File: config.mk
export PLATFORM = sky130hd
export DESIGN_NAME = intersection_scheduler
export DESIGN_NICKNAME = d
export VERILOG_FILES = /design/src/rtl/traffic_pkg.sv /design/src/rtl/tick_gen.sv /design/src/rtl/intersection_scheduler.sv
export SDC_FILE = /design/constraint.sdc
export NUM_CORES = 1
export LEC_CHECK = 0
export CORE_MARGIN = 2
export CORE_UTILIZATION = 35
export CTS_CLUSTER_DIAMETER = 80
export DETAILED_ROUTE_END_ITERATION = 6
export PLACE_DENSITY_LB_ADDON = 0.05
export SYNTH_ARGS = -nofsm -noshare
export SYNTH_HDL_FRONTEND = slang
export SYNTH_HIERARCHICAL = 1
export SYNTH_SLANG_ARGS = --single-unit
File: constraint.sdc
create_clock -name clk -period 6.3 [get_ports clk]
set_input_delay 1.26 -clock clk [delete_from_list [all_inputs] [get_ports clk]]
set_output_delay 1.26 -clock clk [all_outputs]
set_load 0.02 [all_outputs]
File: src/rtl/traffic_pkg.sv
// +------------------------------------------------------------------+
// | traffic_pkg : state codes, lamp encodings, direction encoding    |
// | Rev 1.0                                                          |
// +------------------------------------------------------------------+
`default_nettype none

package traffic_pkg;

    typedef enum logic [2:0] {
        ST_HW_GREEN    = 3'd0,
        ST_HW_YELLOW   = 3'd1,
        ST_ALL_RED_1   = 3'd2,
        ST_FARM_GREEN  = 3'd3,
        ST_FARM_YELLOW = 3'd4,
        ST_ALL_RED_2   = 3'd5,
        ST_PED_WALK    = 3'd6
    } state_t;

    typedef enum logic {
        DIR_HW   = 1'b0,
        DIR_FARM = 1'b1
    } dir_t;

    localparam logic [2:0] LAMP_RED    = 3'b100;
    localparam logic [2:0] LAMP_YELLOW = 3'b010;
    localparam logic [2:0] LAMP_GREEN  = 3'b001;

    function automatic logic [2:0] hw_lamp(input state_t s);
        case (s)
            ST_HW_GREEN:  return LAMP_GREEN;
            ST_HW_YELLOW: return LAMP_YELLOW;
            default:      return LAMP_RED;
        endcase
    endfunction

    function automatic logic [2:0] farm_lamp(input state_t s);
        case (s)
            ST_FARM_GREEN:  return LAMP_GREEN;
            ST_FARM_YELLOW: return LAMP_YELLOW;
            default:        return LAMP_RED;
        endcase
    endfunction

endpackage

`default_nettype wire

File: src/rtl/tick_gen.sv
// +------------------------------------------------------------------+
// | tick_gen : one-cycle tick every TICK_DIV clocks                  |
// | Rev 1.0                                                          |
// +------------------------------------------------------------------+
`default_nettype none

module tick_gen #(
    parameter int TICK_DIV = 1000
) (
    input  logic clk,
    input  logic rst,
    output logic tick
);

    localparam logic [15:0] c_tick_last = 16'(TICK_DIV - 1);

    logic [15:0] r_cnt;

    always_ff @(posedge clk) begin
        if (rst) begin
            r_cnt <= 16'd0;
        end else if (r_cnt == c_tick_last) begin
            r_cnt <= 16'd0;
        end else begin
            r_cnt <= r_cnt + 16'd1;
        end
    end

    assign tick = (r_cnt == c_tick_last);

endmodule

`default_nettype wire

File: src/rtl/intersection_scheduler.sv
// +------------------------------------------------------------------+
// | intersection_scheduler : tick-timed highway/farm/pedestrian FSM  |
// | Option macro PED_EN adds ped_req/walk and the walk phase.        |
// | Rev 1.0                                                          |
// +------------------------------------------------------------------+
`default_nettype none

module intersection_scheduler
    import traffic_pkg::*;
#(
    parameter int TICK_DIV       = 1000,
    parameter int HW_MIN_GREEN   = 25,
    parameter int FARM_MIN_GREEN = 5,
    parameter int FARM_MAX_GREEN = 15,
    parameter int YELLOW_T       = 3,
    parameter int ALL_RED_T      = 1,
    parameter int WALK_T         = 10
) (
    input  logic       clk,
    input  logic       rst,
    input  logic       sensor,
`ifdef PED_EN
    input  logic       ped_req,
`endif
    output logic [2:0] light_highway,
    output logic [2:0] light_farm,
`ifdef PED_EN
    output logic       walk,
`endif
    output logic [2:0] phase
);

    logic       w_tick;
    state_t     r_state;
    state_t     w_next;
    logic [7:0] r_phase_time;
    dir_t       r_next_dir;
    logic       w_ped_pending;
    logic [2:0] r_lamp_hw;
    logic [2:0] r_lamp_farm;
    logic       w_enter_walk;

    tick_gen #(
        .TICK_DIV (TICK_DIV)
    ) u_tick_gen (
        .clk  (clk),
        .rst  (rst),
        .tick (w_tick)
    );

    always_comb begin
        w_next = r_state;
        if (w_tick) begin
            case (r_state)
                ST_HW_GREEN:
                    if ((r_phase_time >= 8'(HW_MIN_GREEN - 1)) && (sensor || w_ped_pending))
                        w_next = ST_HW_YELLOW;
                ST_HW_YELLOW:
                    if (r_phase_time == 8'(YELLOW_T - 1)) w_next = ST_ALL_RED_1;
                ST_ALL_RED_1:
                    if (r_phase_time == 8'(ALL_RED_T - 1)) begin
                        if (w_ped_pending) w_next = ST_PED_WALK;
                        else if (sensor)   w_next = ST_FARM_GREEN;
                        else               w_next = ST_HW_GREEN;
                    end
                ST_FARM_GREEN:
                    if (((r_phase_time >= 8'(FARM_MIN_GREEN - 1)) && !sensor) ||
                        (r_phase_time == 8'(FARM_MAX_GREEN - 1)))
                        w_next = ST_FARM_YELLOW;
                ST_FARM_YELLOW:
                    if (r_phase_time == 8'(YELLOW_T - 1)) w_next = ST_ALL_RED_2;
                ST_ALL_RED_2:
                    if (r_phase_time == 8'(ALL_RED_T - 1))
                        w_next = w_ped_pending ? ST_PED_WALK : ST_HW_GREEN;
                // Only reachable with ped_pending, which is tied low without PED_EN.
                ST_PED_WALK:
                    if (r_phase_time == 8'(WALK_T - 1))
                        w_next = ((r_next_dir == DIR_FARM) && sensor) ? ST_FARM_GREEN : ST_HW_GREEN;
                default:
                    w_next = ST_HW_GREEN;
            endcase
        end
    end

    assign w_enter_walk = (w_next == ST_PED_WALK) && (r_state != ST_PED_WALK);

    always_ff @(posedge clk) begin
        if (rst) begin
            r_state      <= ST_HW_GREEN;
            r_phase_time <= 8'd0;
            r_next_dir   <= DIR_HW;
            r_lamp_hw    <= LAMP_GREEN;
            r_lamp_farm  <= LAMP_RED;
        end else begin
            r_state     <= w_next;
            r_lamp_hw   <= hw_lamp(w_next);
            r_lamp_farm <= farm_lamp(w_next);
            if (w_next != r_state)
                r_phase_time <= 8'd0;
            else if (w_tick && (r_phase_time != 8'hFF))
                r_phase_time <= r_phase_time + 8'd1;
            if (w_enter_walk)
                r_next_dir <= (r_state == ST_ALL_RED_1) ? DIR_FARM : DIR_HW;
        end
    end

`ifdef PED_EN
    logic r_ped_pending;
    logic r_walk;

    // A request arriving in the entry cycle wins, so one more walk is owed.
    always_ff @(posedge clk) begin
        if (rst) begin
            r_ped_pending <= 1'b0;
            r_walk        <= 1'b0;
        end else begin
            if (ped_req)
                r_ped_pending <= 1'b1;
            else if (w_enter_walk)
                r_ped_pending <= 1'b0;
            r_walk <= (w_next == ST_PED_WALK);
        end
    end

    assign w_ped_pending = r_ped_pending;
    assign walk          = r_walk;
`else
    assign w_ped_pending = 1'b0;
`endif

    assign light_highway = r_lamp_hw;
    assign light_farm    = r_lamp_farm;
    assign phase         = r_state;

endmodule

`default_nettype wire

==> flow_metrics.tcl <==
set metrics [dict create \
    hpwl_mm 2.83 \
    die_w_microns 77.5 \
    synthSimpleGateAreaFrac_pct 30.6 \
    vias 1518 \
    io_buffers 11 \
    synth.area.mux_share_pct 0.529 \
    r2r_cells 9 \
    design_area_sq_mm 0.00209 \
    ir_drop_mv 0.122 \
    power.switching_fraction_pct 23.3 \
    core_region_area_sq_mm 0.00517 \
    final_period_minus_worst_setup_slack_ns 3.13 \
    initial_core_util_pct 36.6 \
    antenna_cells 0 \
    synth.distinct_cells 56 \
    cts_setup_buffers 0 \
    netlist_instances 218 \
    power_frac_seq_pct 53.3 \
    worstSetupStartpointType "primary input" \
    hold_path_end "u_tick_gen/r_cnt[0]$_SDFF_PP0_" \
    drtPass1Iterations 4 \
    synth_compound_area_share_pct 13.3 \
    grt.overflow.total 0 \
    synthXorXnorAreaFrac_pct 8.80 \
    total_power_mw 0.421 \
    p_clk_share_pct 39.2 \
    ys_seq_area_share_pct 36.0 \
    synth.top_cells.by_area "dfxtp_1 (36%), nor2_1 (7.3%), xnor2_1 (6.5%), ha_1 (4.0%), nand4_1 (2.6%)" \
    gp_congestion 0.828 \
    internal_power_mw 0.323 \
    ant_nets 0 \
    drt_iter0_drc 183 \
    routedWlPerCell_microns 13.0 \
    cts_root_buf "clkbuf_8" \
    min_path_type "reg -> reg" \
    clock_insertion_delay_worst_skew_ns 0.28 \
    drc 0 \
    numCtsBuffers 5 \
    die_y_microns 77.5 \
    r2r_setup_slack_ns 3.23 \
    synthAdderAreaFrac_pct 3.97 \
    cellLeakagePower_nw 0.734 \
    grt_pass1_wl_mm 6.64 \
    ios 12 \
    cts_resized 0 \
    layout-drive-gt1-share_pct 10.2 \
    hold_viol 0 \
    required_ns 6.46 \
    drv_cap 0 \
    ys_seq_elements 34 \
    cts_tree "yes" \
    synth.top_cell.area_share_pct 36.0 \
    worstHoldStart "u_tick_gen/r_cnt[0]$_SDFF_PP0_" \
    grt_max_degree 17 \
    cp_data_arrival_time_ns 3.29 \
    yosysWarnings 6 \
    period_share_pct 49.6 \
    fin_skew_ns 0.00844 \
    vias_per_cell 5.13 \
    synth.cell_area_sq_mm 0.00189 \
    grt_use_total_pct 13.7 \
    slew_viol_final 0 \
    cts.sinks 34 \
    worst_pin_slew_ns 0.730 \
    holdPathStages 1 \
    dominantRegCellSynth "dfxtp_1" \
    cts.clk_slew.worst_paths_ns 0.07 \
    synth_nets 227 \
    grt_pass1_vias 1422 \
    async_flop_share_pct 0 \
    powerDensity_mw_per_mm2 201 \
    switchingPower_mw 0.0982 \
    rr_endpoint "r_phase_time[4]$_SDFFE_PP0P_" \
    comb_power_share_pct 7.5 \
    worstReg2RegStart "u_tick_gen/r_cnt[0]$_SDFF_PP0_" \
    max_slew_margin_pct 50.0 \
    setup_violations 0 \
    synth_top_area_cell "dfxtp_1" \
    rsz0062_at_grt "no" \
    cts.path.max_buffers 2 \
    synth_enable_flop_cells 0 \
    max_freq_mhz 320 \
    critPathKind "in -> reg" \
    dp_cells 288 \
    synth_top_family_by_area "simple AND/OR/NAND/NOR gates" \
    fin_cells 296 \
    path_max_fanout 6 \
    design.die.area_sq_mm 0.00601 \
    avgSynthCellArea_sq_um 8.68 \
    antenna_found_initial 0 \
    fin_util_pct 40.5 \
    rows 26 \
    area_growth_syn_to_layout_pct 10.6 \
    wirelength_mm 3.85 \
    hold_buffers 0 \
    place_area_sq_mm 0.00200 \
    cts_max_level 2 \
    finalSetupTns_ns 0 \
    outcome "finished, final reports clean" \
    endpoint_kind "flip-flop" \
    final_nets 234 \
]
==> per-stage QoR <==
step / hold WS (ns) / setup WS, ns
after floorplan: 0.429 / 3.54
after global placement: 0.460 / 2.94
after detailed placement: 0.471 / 2.90
after CTS: 0.483 / 3.18
after global routing: 0.500 / 2.83
final: 0.481 / 3.17
==> per-layer routing <==
metal,wire length [microns],global-route usage (%),vias to the layer above
met5,0,0,-
met4,62,5.36,0
li1,-,-,786
met1,1810,17.5,692
met2,1820,22.3,33
met3,151,3.37,7
==> critical path, cell delays in order <==
cell and delay (ns):
clkdlybuf4s50_1 0.48, or4b_2 0.62, o21ai_0 0.17, a31o_2 0.19, a31o_2 0.20, nor3b_1 0.25
mux2i_1 0.11
==> cells in the mapped netlist, drive strengths merged, types with 4 or more instances <==
master	n
nor2	37
nor3	4
and2	5
ha	6
dfxtp	34
nand3	10
and3	5
nand2	11
inv	10
nor4	4
a21oi	5
xnor2	14
o21ai	5
buf	10
nor2b	4
xor2	5
nand4	8
nor3b	5
==> layout make-up <==
cell class / count / area, sq um
timing repair buffer: 11 / 110
inverter: 10 / 37.5
sequential: 34 / 681
clock inverter: 2 / 12.5
fill: 523 / 3080
clock buffer: 6 / 82.6
multi-input combinational: 163 / 1080
tap: 70 / 87.6
==> flip-flops by register name, indices dropped and copies added, names as in the netlist <==
| signal | cells |
|---|---|
| r_next_dir | 1 |
| light_farm | 3 |
| u_tick_gen/r_cnt | 16 |
| light_highway | 3 |
| phase | 3 |
| r_phase_time | 8 |
==> power by group through the flow <==
stage,Sequential (mW),Combinational [mW],Clock [mW]
after floorplan,0.231,0.0214,0
after global placement,0.229,0.0314,0
after detailed placement,0.229,0.0318,0
after CTS,0.224,0.0319,0.173
after global routing,0.225,0.0344,0.184
final,0.224,0.0315,0.165
==> cell families (layout without fill, tap and decap cells) <==
kind of cell | Yosys count | in the layout
XOR/XNOR | 19 | 19
multiplexers | 1 | 1
adder cells (fa/ha/maj) | 6 | 6
flip-flops | 34 | 34
AND/OR/NAND/NOR | 105 | 105
AO/OA/AOI/OAI | 32 | 32
buffers and inverters | 21 | 29
==> worst max path at each step <==
stage                              startpoint  cells after the start                           end  slack (ns)
2_1_floorplan                          sensor                      6      light_farm[2]$_SDFF_PP1_        3.54
3_3_place_gp                           sensor                      7      light_farm[2]$_SDFF_PP1_        2.94
3_5_place_dp                           sensor                      7      light_farm[2]$_SDFF_PP1_        2.90
4_1_cts                                sensor                      7      light_farm[2]$_SDFF_PP1_        3.18
5_1_grt        u_tick_gen/r_cnt[0]$_SDFF_PP0_                      9  r_phase_time[4]$_SDFFE_PP0P_        2.83
6_report                               sensor                      7      light_farm[2]$_SDFF_PP1_        3.17
==> placed cells by master (no fill, tap or decap), types with 6 or more instances in the layout <==
master and n:
nor2_1 37, ha_1 6, clkbuf_8 6, dfxtp_1 34, nand3_1 9, nand2_1 11
xnor2_1 14, inv_1 10, clkdlybuf4s50_1 11, nand4_1 8
(Power assumes the default switching activity.)
